## config.mk

```make
export PLATFORM = sky130hd
export DESIGN_NAME = wb_cmd_master
export DESIGN_NICKNAME = d
export VERILOG_FILES = /design/src/rtl/wb_cmd_pkg.sv /design/src/rtl/wb_timeout_cnt.sv /design/src/rtl/wb_cmd_master.sv
export SDC_FILE = /design/constraint.sdc
export NUM_CORES = 1
export LEC_CHECK = 0
export ABC_AREA = 1
export BUFFER_PORTS_ARGS = -buffer_cell sky130_fd_sc_hd__buf_2
export CAP_MARGIN = 20
export CORE_MARGIN = 2
export CORE_UTILIZATION = 48
export CTS_BUF_LIST = sky130_fd_sc_hd__clkbuf_2
export CTS_CLUSTER_SIZE = 8
export DETAILED_ROUTE_END_ITERATION = 7
export PLACE_DENSITY = 0.88
export SLEW_MARGIN = 20
export SYNTH_ARGS = -nofsm -noshare
export SYNTH_HDL_FRONTEND = slang
export SYNTH_SLANG_ARGS = --single-unit
```

## constraint.sdc

```tcl
create_clock -name wb_clk_i -period 4.74 [get_ports wb_clk_i]
set_input_delay 0.237 -clock wb_clk_i [delete_from_list [all_inputs] [get_ports wb_clk_i]]
set_output_delay 0.237 -clock wb_clk_i [all_outputs]
set_load 0.05 [all_outputs]
```

## src/rtl/wb_cmd_pkg.sv

```systemverilog
// rtl/wb_cmd_pkg.sv - shared types and constants for the Wishbone command master
package wb_cmd_pkg;

  localparam int DEF_ADR_W       = 32;
  localparam int DEF_DAT_W       = 32;

  localparam int RSP_STATUS_W    = 2;
  localparam int RSP_ERR_BIT     = 0;
  localparam int RSP_TIMEOUT_BIT = 1;

  typedef enum logic [1:0] {
    S_IDLE,
    S_REQ,
    S_WAIT,
    S_RSP
  } state_t;

endpackage

```

## src/rtl/wb_timeout_cnt.sv

```systemverilog
// rtl/wb_timeout_cnt.sv - bus-cycle watchdog; expired flags the last permitted cycle
module wb_timeout_cnt #(
  parameter int TIMEOUT_CYCLES = 255
) (
  input  logic clk,
  input  logic rst,
  input  logic clear,
  input  logic enable,
  output logic expired
);

  localparam int            CW   = $clog2(TIMEOUT_CYCLES + 1);
  localparam logic [CW-1:0] LAST = CW'(TIMEOUT_CYCLES - 1);
  localparam logic [CW-1:0] ONE  = CW'(1);

  logic [CW-1:0] count;

  always_ff @(posedge clk or posedge rst) begin
    if (rst)         count <= '0;
    else if (clear)  count <= '0;
    else if (enable) count <= count + ONE;
  end

  // High during the TIMEOUT_CYCLES-th busy cycle, so cyc drops at the following edge.
  assign expired = enable && (count == LAST);

endmodule

```

## src/rtl/wb_cmd_master.sv

```systemverilog
// rtl/wb_cmd_master.sv - single-outstanding Wishbone pipelined initiator with timeout
module wb_cmd_master
  import wb_cmd_pkg::*;
#(
  parameter int ADR_W          = DEF_ADR_W,
  parameter int DAT_W          = DEF_DAT_W,
  parameter int TIMEOUT_CYCLES = 255,
  localparam int SEL_W         = DAT_W / 8
) (
  input  logic             wb_clk_i,
  input  logic             wb_rst_i,
  input  logic             cmd_valid_i,
  output logic             cmd_ready_o,
  input  logic             cmd_we_i,
  input  logic [ADR_W-1:0] cmd_adr_i,
  input  logic [DAT_W-1:0] cmd_dat_i,
  input  logic [SEL_W-1:0] cmd_sel_i,
  output logic             rsp_valid_o,
  input  logic             rsp_ready_i,
  output logic [DAT_W-1:0] rsp_dat_o,
  output logic             rsp_err_o,
  output logic             rsp_timeout_o,
  output logic             wb_cyc_o,
  output logic             wb_stb_o,
  output logic             wb_we_o,
  output logic [ADR_W-1:0] wb_adr_o,
  output logic [DAT_W-1:0] wb_dat_o,
  output logic [SEL_W-1:0] wb_sel_o,
  input  logic             wb_stall_i,
  input  logic             wb_ack_i,
  input  logic             wb_err_i,
  input  logic [DAT_W-1:0] wb_dat_i
);

  state_t                  state, state_n;
  logic                    cyc_n, stb_n, we_n, rsp_valid_n;
  logic [ADR_W-1:0]        adr_n;
  logic [DAT_W-1:0]        dat_n, rsp_dat_n;
  logic [SEL_W-1:0]        sel_n;
  logic [RSP_STATUS_W-1:0] status, status_n;
  logic                    complete, abort, expired;

  wb_timeout_cnt #(.TIMEOUT_CYCLES(TIMEOUT_CYCLES)) u_timeout (
    .clk     (wb_clk_i),
    .rst     (wb_rst_i),
    .clear   (state == S_IDLE && cmd_valid_i),
    .enable  (state == S_REQ || state == S_WAIT),
    .expired (expired)
  );

  assign cmd_ready_o   = (state == S_IDLE);
  assign rsp_err_o     = status[RSP_ERR_BIT];
  assign rsp_timeout_o = status[RSP_TIMEOUT_BIT];

  always_ff @(posedge wb_clk_i or posedge wb_rst_i) begin
    if (wb_rst_i) begin
      state       <= S_IDLE;
      wb_cyc_o    <= 1'b0;
      wb_stb_o    <= 1'b0;
      wb_we_o     <= 1'b0;
      wb_adr_o    <= '0;
      wb_dat_o    <= '0;
      wb_sel_o    <= '0;
      rsp_valid_o <= 1'b0;
      rsp_dat_o   <= '0;
      status      <= '0;
    end else begin
      state       <= state_n;
      wb_cyc_o    <= cyc_n;
      wb_stb_o    <= stb_n;
      wb_we_o     <= we_n;
      wb_adr_o    <= adr_n;
      wb_dat_o    <= dat_n;
      wb_sel_o    <= sel_n;
      rsp_valid_o <= rsp_valid_n;
      rsp_dat_o   <= rsp_dat_n;
      status      <= status_n;
    end
  end

  always_comb begin
    state_n     = state;
    cyc_n       = wb_cyc_o;
    stb_n       = wb_stb_o;
    we_n        = wb_we_o;
    adr_n       = wb_adr_o;
    dat_n       = wb_dat_o;
    sel_n       = wb_sel_o;
    rsp_valid_n = rsp_valid_o;
    rsp_dat_n   = rsp_dat_o;
    status_n    = status;
    complete    = 1'b0;
    abort       = 1'b0;

    case (state)
      S_IDLE: begin
        if (cmd_valid_i) begin
          we_n    = cmd_we_i;
          adr_n   = cmd_adr_i;
          dat_n   = cmd_dat_i;
          sel_n   = cmd_sel_i;
          cyc_n   = 1'b1;
          stb_n   = 1'b1;
          state_n = S_REQ;
        end
      end
      S_REQ: begin
        // A response only counts once the request itself has been accepted.
        if (!wb_stall_i && (wb_ack_i || wb_err_i)) complete = 1'b1;
        else if (expired)                          abort    = 1'b1;
        else if (!wb_stall_i) begin
          stb_n   = 1'b0;
          state_n = S_WAIT;
        end
      end
      S_WAIT: begin
        if (wb_ack_i || wb_err_i) complete = 1'b1;
        else if (expired)         abort    = 1'b1;
      end
      S_RSP: begin
        if (rsp_ready_i) begin
          rsp_valid_n = 1'b0;
          state_n     = S_IDLE;
        end
      end
      default: state_n = S_IDLE;
    endcase

    if (complete || abort) begin
      cyc_n       = 1'b0;
      stb_n       = 1'b0;
      rsp_valid_n = 1'b1;
      state_n     = S_RSP;
      rsp_dat_n   = '0;
      status_n    = '0;
      if (abort)         status_n[RSP_TIMEOUT_BIT] = 1'b1;
      else if (wb_err_i) status_n[RSP_ERR_BIT]     = 1'b1;
      else if (!wb_we_o) rsp_dat_n                 = wb_dat_i;
    end
  end

endmodule

```

==> metrics.csv <==
stage,metric,value,unit
run_status,status,completed,
floorplan,die_area,0.0112,mm²
power_and_ir_drop,combPwrFrac,0.559,
route,vias_per_cell,4.92,
critical_path,critPathBufInv,3,
timing,hold_viol_final,0,
min_path,whs_path_depth,6,
global_routing,grt_pass1_vias,5272,
power_and_ir_drop,leakage,0.00418,µW
cells_and_area,final_nets,1019,
yosys,synth_top_family_by_area,simple AND/OR/NAND/NOR gates,
timing,slew_headroom,0.365,
route,first_pass_iters,6,
placement,port-buffer-count,214,
global_routing,grt_remaining_overflow,0,
route,drc_errors,0,
critical_path,start_kind,flop,
power_and_ir_drop,vdd_drop_max,0.473,mV
timing,worst_slew_pin_slew,0.951,ns
critical_path,reg2reg_depth,9,
yosys,synth-seq-cells,116,
cts,cts_num_sinks,116,
yosys,postSynthCellCount,590,
power_and_ir_drop,p_sw,3070,µW
critical_path,path_common_cell,inv_2,
timing,finalSetupTns,0,ns
yosys,syn-cell-area,0.00498,mm²
yosys,synth_simple_gate_area_frac,0.237,
timing,clock.fmax,0.385,GHz
route,drtIter0Drc,460,
yosys,yosysMostFrequentCell,nand2_1,
critical_path,crit_path_max_fanout,66,
cts,cts_tree,yes,
cts,h-tree-depth,4,
timing,period_needed,2.60,ns
yosys,synthMuxAreaShare,0,
yosys,synth_top_area_frac,0.583,
critical_path,path_cells,"inv_1, ha_1, inv_2, o21bai_2, nand2_2, inv_2, o21ai_0, o21ai_1, nor2_1",
cts,holdBufCountCts,107,
timing,maxSlewViolCount,0,
cells_and_area,drive_gt1_frac,0.288,
route,antenna_left,0,
timing,fin_ws,2.14,ns
cts,cts_resized,0,
critical_path,arrival,3.12,ns
route,vias,5188,
route,drt-total-wl,15.6,mm
min_path,hold_class,in2reg,
yosys,synth_warnings,0,
critical_path,endpoint,rsp_dat_o[22],
yosys,yosys.area.top_type,dfrtp_1,
placement,dp_slack,2.02,ns
cts,clockRootBuffer,clkbuf_2,
global_routing,antenna_found_initial,0,
cells_and_area,synthToLayoutAreaGrowth,49.5,%
yosys,synthTopCellsByCount,"238 x nand2_1, 116 x dfrtp_1, 52 x inv_1",
critical_path,r2r_slack,2.14,ns
critical_path,worst-path-stages,9,
critical_path,worstReg2RegStart,state[1],
critical_path,endpoint_kind,flop,
timing,rsz0062_at_grt,false,
cts,cts_setup_buffers,0,
yosys,synth_top_cells_by_area,"dfrtp_1 58%, nand2_1 18%, inv_1 3.9%",
cts,cts-buffers-inserted,17,
critical_path,reg2reg_to,rsp_dat_o[22],
route,routedWlPerCell,14.8,µm
global_routing,grt_pass1_wl,25.0,mm
critical_path,slowest_delay,0.70,ns
cts,clockBufferDepth,2,
yosys,yosys.cell_types.count,25,
power_and_ir_drop,clkPwrFrac,0.133,
power_and_ir_drop,p_int,2600,µW
yosys,synth_async_sr_flop_share,1.00,
yosys,synthXorXnorAreaFrac,0,
timing,setup_violations,0,
cts,clkSlewWorstSetupHoldPaths,0.15,ns
power_and_ir_drop,power_density,761,mW/mm²
global_routing,track_usage,0.285,
yosys,synth-main-ff-cell,dfrtp_1,
critical_path,cpMaxStageDelayCell,inv_2,
critical_path,crit_start,state[1],
floorplan,io_pins,215,
critical_path,required,5.26,ns
yosys,synth_compound_area_frac,0.0869,
timing,finalClockSkew,0.0231,ns
floorplan,coreArea,0.0102,mm²
critical_path,crit_type,reg2reg,
timing,period_share,0.548,
global_routing,grt_max_degree,77,
critical_path,crit_family,buffers and inverters,
placement,gp_congestion,0.801,
power_and_ir_drop,power.share.sequential,0.308,
placement,dp_hpwl,7.80,mm
yosys,syn_nets,704,
power_and_ir_drop,p_sw_frac,0.541,
floorplan,die_height,106,µm
floorplan,start_util,0.489,
run,drv_cap,0,
yosys,ys_seq_area_frac,0.583,
floorplan,rows,37,
cells_and_area,fillers,669,
yosys,synth-adder-area-share,0.0151,
yosys,synth_edf_count,0,
yosys,syn_area_per_cell,8.44,µm²
floorplan,fp.dieW,106,µm
cts,clk_latency,0.64,ns
cells_and_area,postLayoutCoreUtil,0.731,
worst min-delay path, stage by stage:
cell and delay (ns):
buf_2 0.12, o21bai_2 0.09, nand2_2 0.10, o21ai_0 0.09
nand2_1 0.06, inv_1 0.04
metrics by stage:
stage / hold slack [ns] / area [µm²] / std cells / power [µW]
finish: 0.142 / 7450 / 1054 / 5670
floorplan: 0.347 / 4980 / 590 / 4110
detailed placement: 0.435 / 6060 / 914 / 4760
global placement: 0.430 / 6060 / 914 / 4690
global route: 0.0971 / 7440 / 1053 / 5980
CTS: 0.0484 / 7420 / 1052 / 5590
power groups by stage:
stage / registers [µW] / logic (µW) / clock network [µW]
floorplan: 3200 / 907 / 0
global placement: 1720 / 2980 / 0
detailed placement: 1720 / 3040 / 0
CTS: 1710 / 3110 / 772
global route: 1790 / 3370 / 821
finish: 1740 / 3170 / 755
metal layers:
metal	wire length (µm)	global-route usage	up-vias
met3	1510	0.0996	34
met4	294	0.108	0
met5	0	0	-
met2	7610	0.466	305
met1	6170	0.349	2403
li1	-	-	2446
cell usage in the layout, fill, tap and decap left out, types with 2 or more instances in the layout:
cell / instances
a21oi_1: 7
buf_2: 214
buf_4: 2
bufinv_16: 5
clkbuf_2: 19
clkinv_1: 5
dfrtp_1: 116
dlygate4sd3_1: 107
ha_1: 6
inv_1: 51
inv_2: 2
inv_4: 2
nand2_1: 237
nand2_2: 3
nand3_1: 9
nor2_1: 42
nor2_2: 5
nor3_1: 3
o21ai_0: 30
o21ai_1: 37
o21ai_2: 5
or2_2: 2
sequential cells by signal, summed over array words and instances (netlist names):
signal and count:
rsp_dat_o 32, status 2, wb_adr_o 32, wb_sel_o 4, wb_dat_o 32, rsp_valid_o 1, state 2, wb_cyc_o 1
wb_we_o 1, wb_stb_o 1, u_timeout.count 8
layout make-up:
class | instances | area [µm²] | share of cell area
Sequential cell | 116 | 2900 | 0.390
Timing Repair Buffer | 324 | 2180 | 0.293
Multi-Input combinational cell | 390 | 1690 | 0.227
Inverter | 56 | 215 | 0.0289
Clock inverter | 12 | 186 | 0.0250
Tap cell | 136 | 170 | 0.0228
Clock buffer | 19 | 95.1 | 0.0128
Antenna cell | 1 | 2.50 | 0.000336
cells by family after synthesis:
group,Yosys count
adders and majority gates,6
DFF,116
buffers and inverters,84
and+or+nand+nor,303
AOI/OAI and AO/OA,81
worst min path at each step:
stage	from	end
finish	wb_stall_i	status[0]
global placement	cmd_dat_i[10]	wb_dat_o[10]
CTS	wb_stall_i	status[0]
detailed placement	cmd_adr_i[28]	wb_adr_o[28]
floorplan	cmd_adr_i[0]	wb_adr_o[0]
global route	wb_stall_i	status[0]
Note: power is estimated with default switching activity, not from simulation.
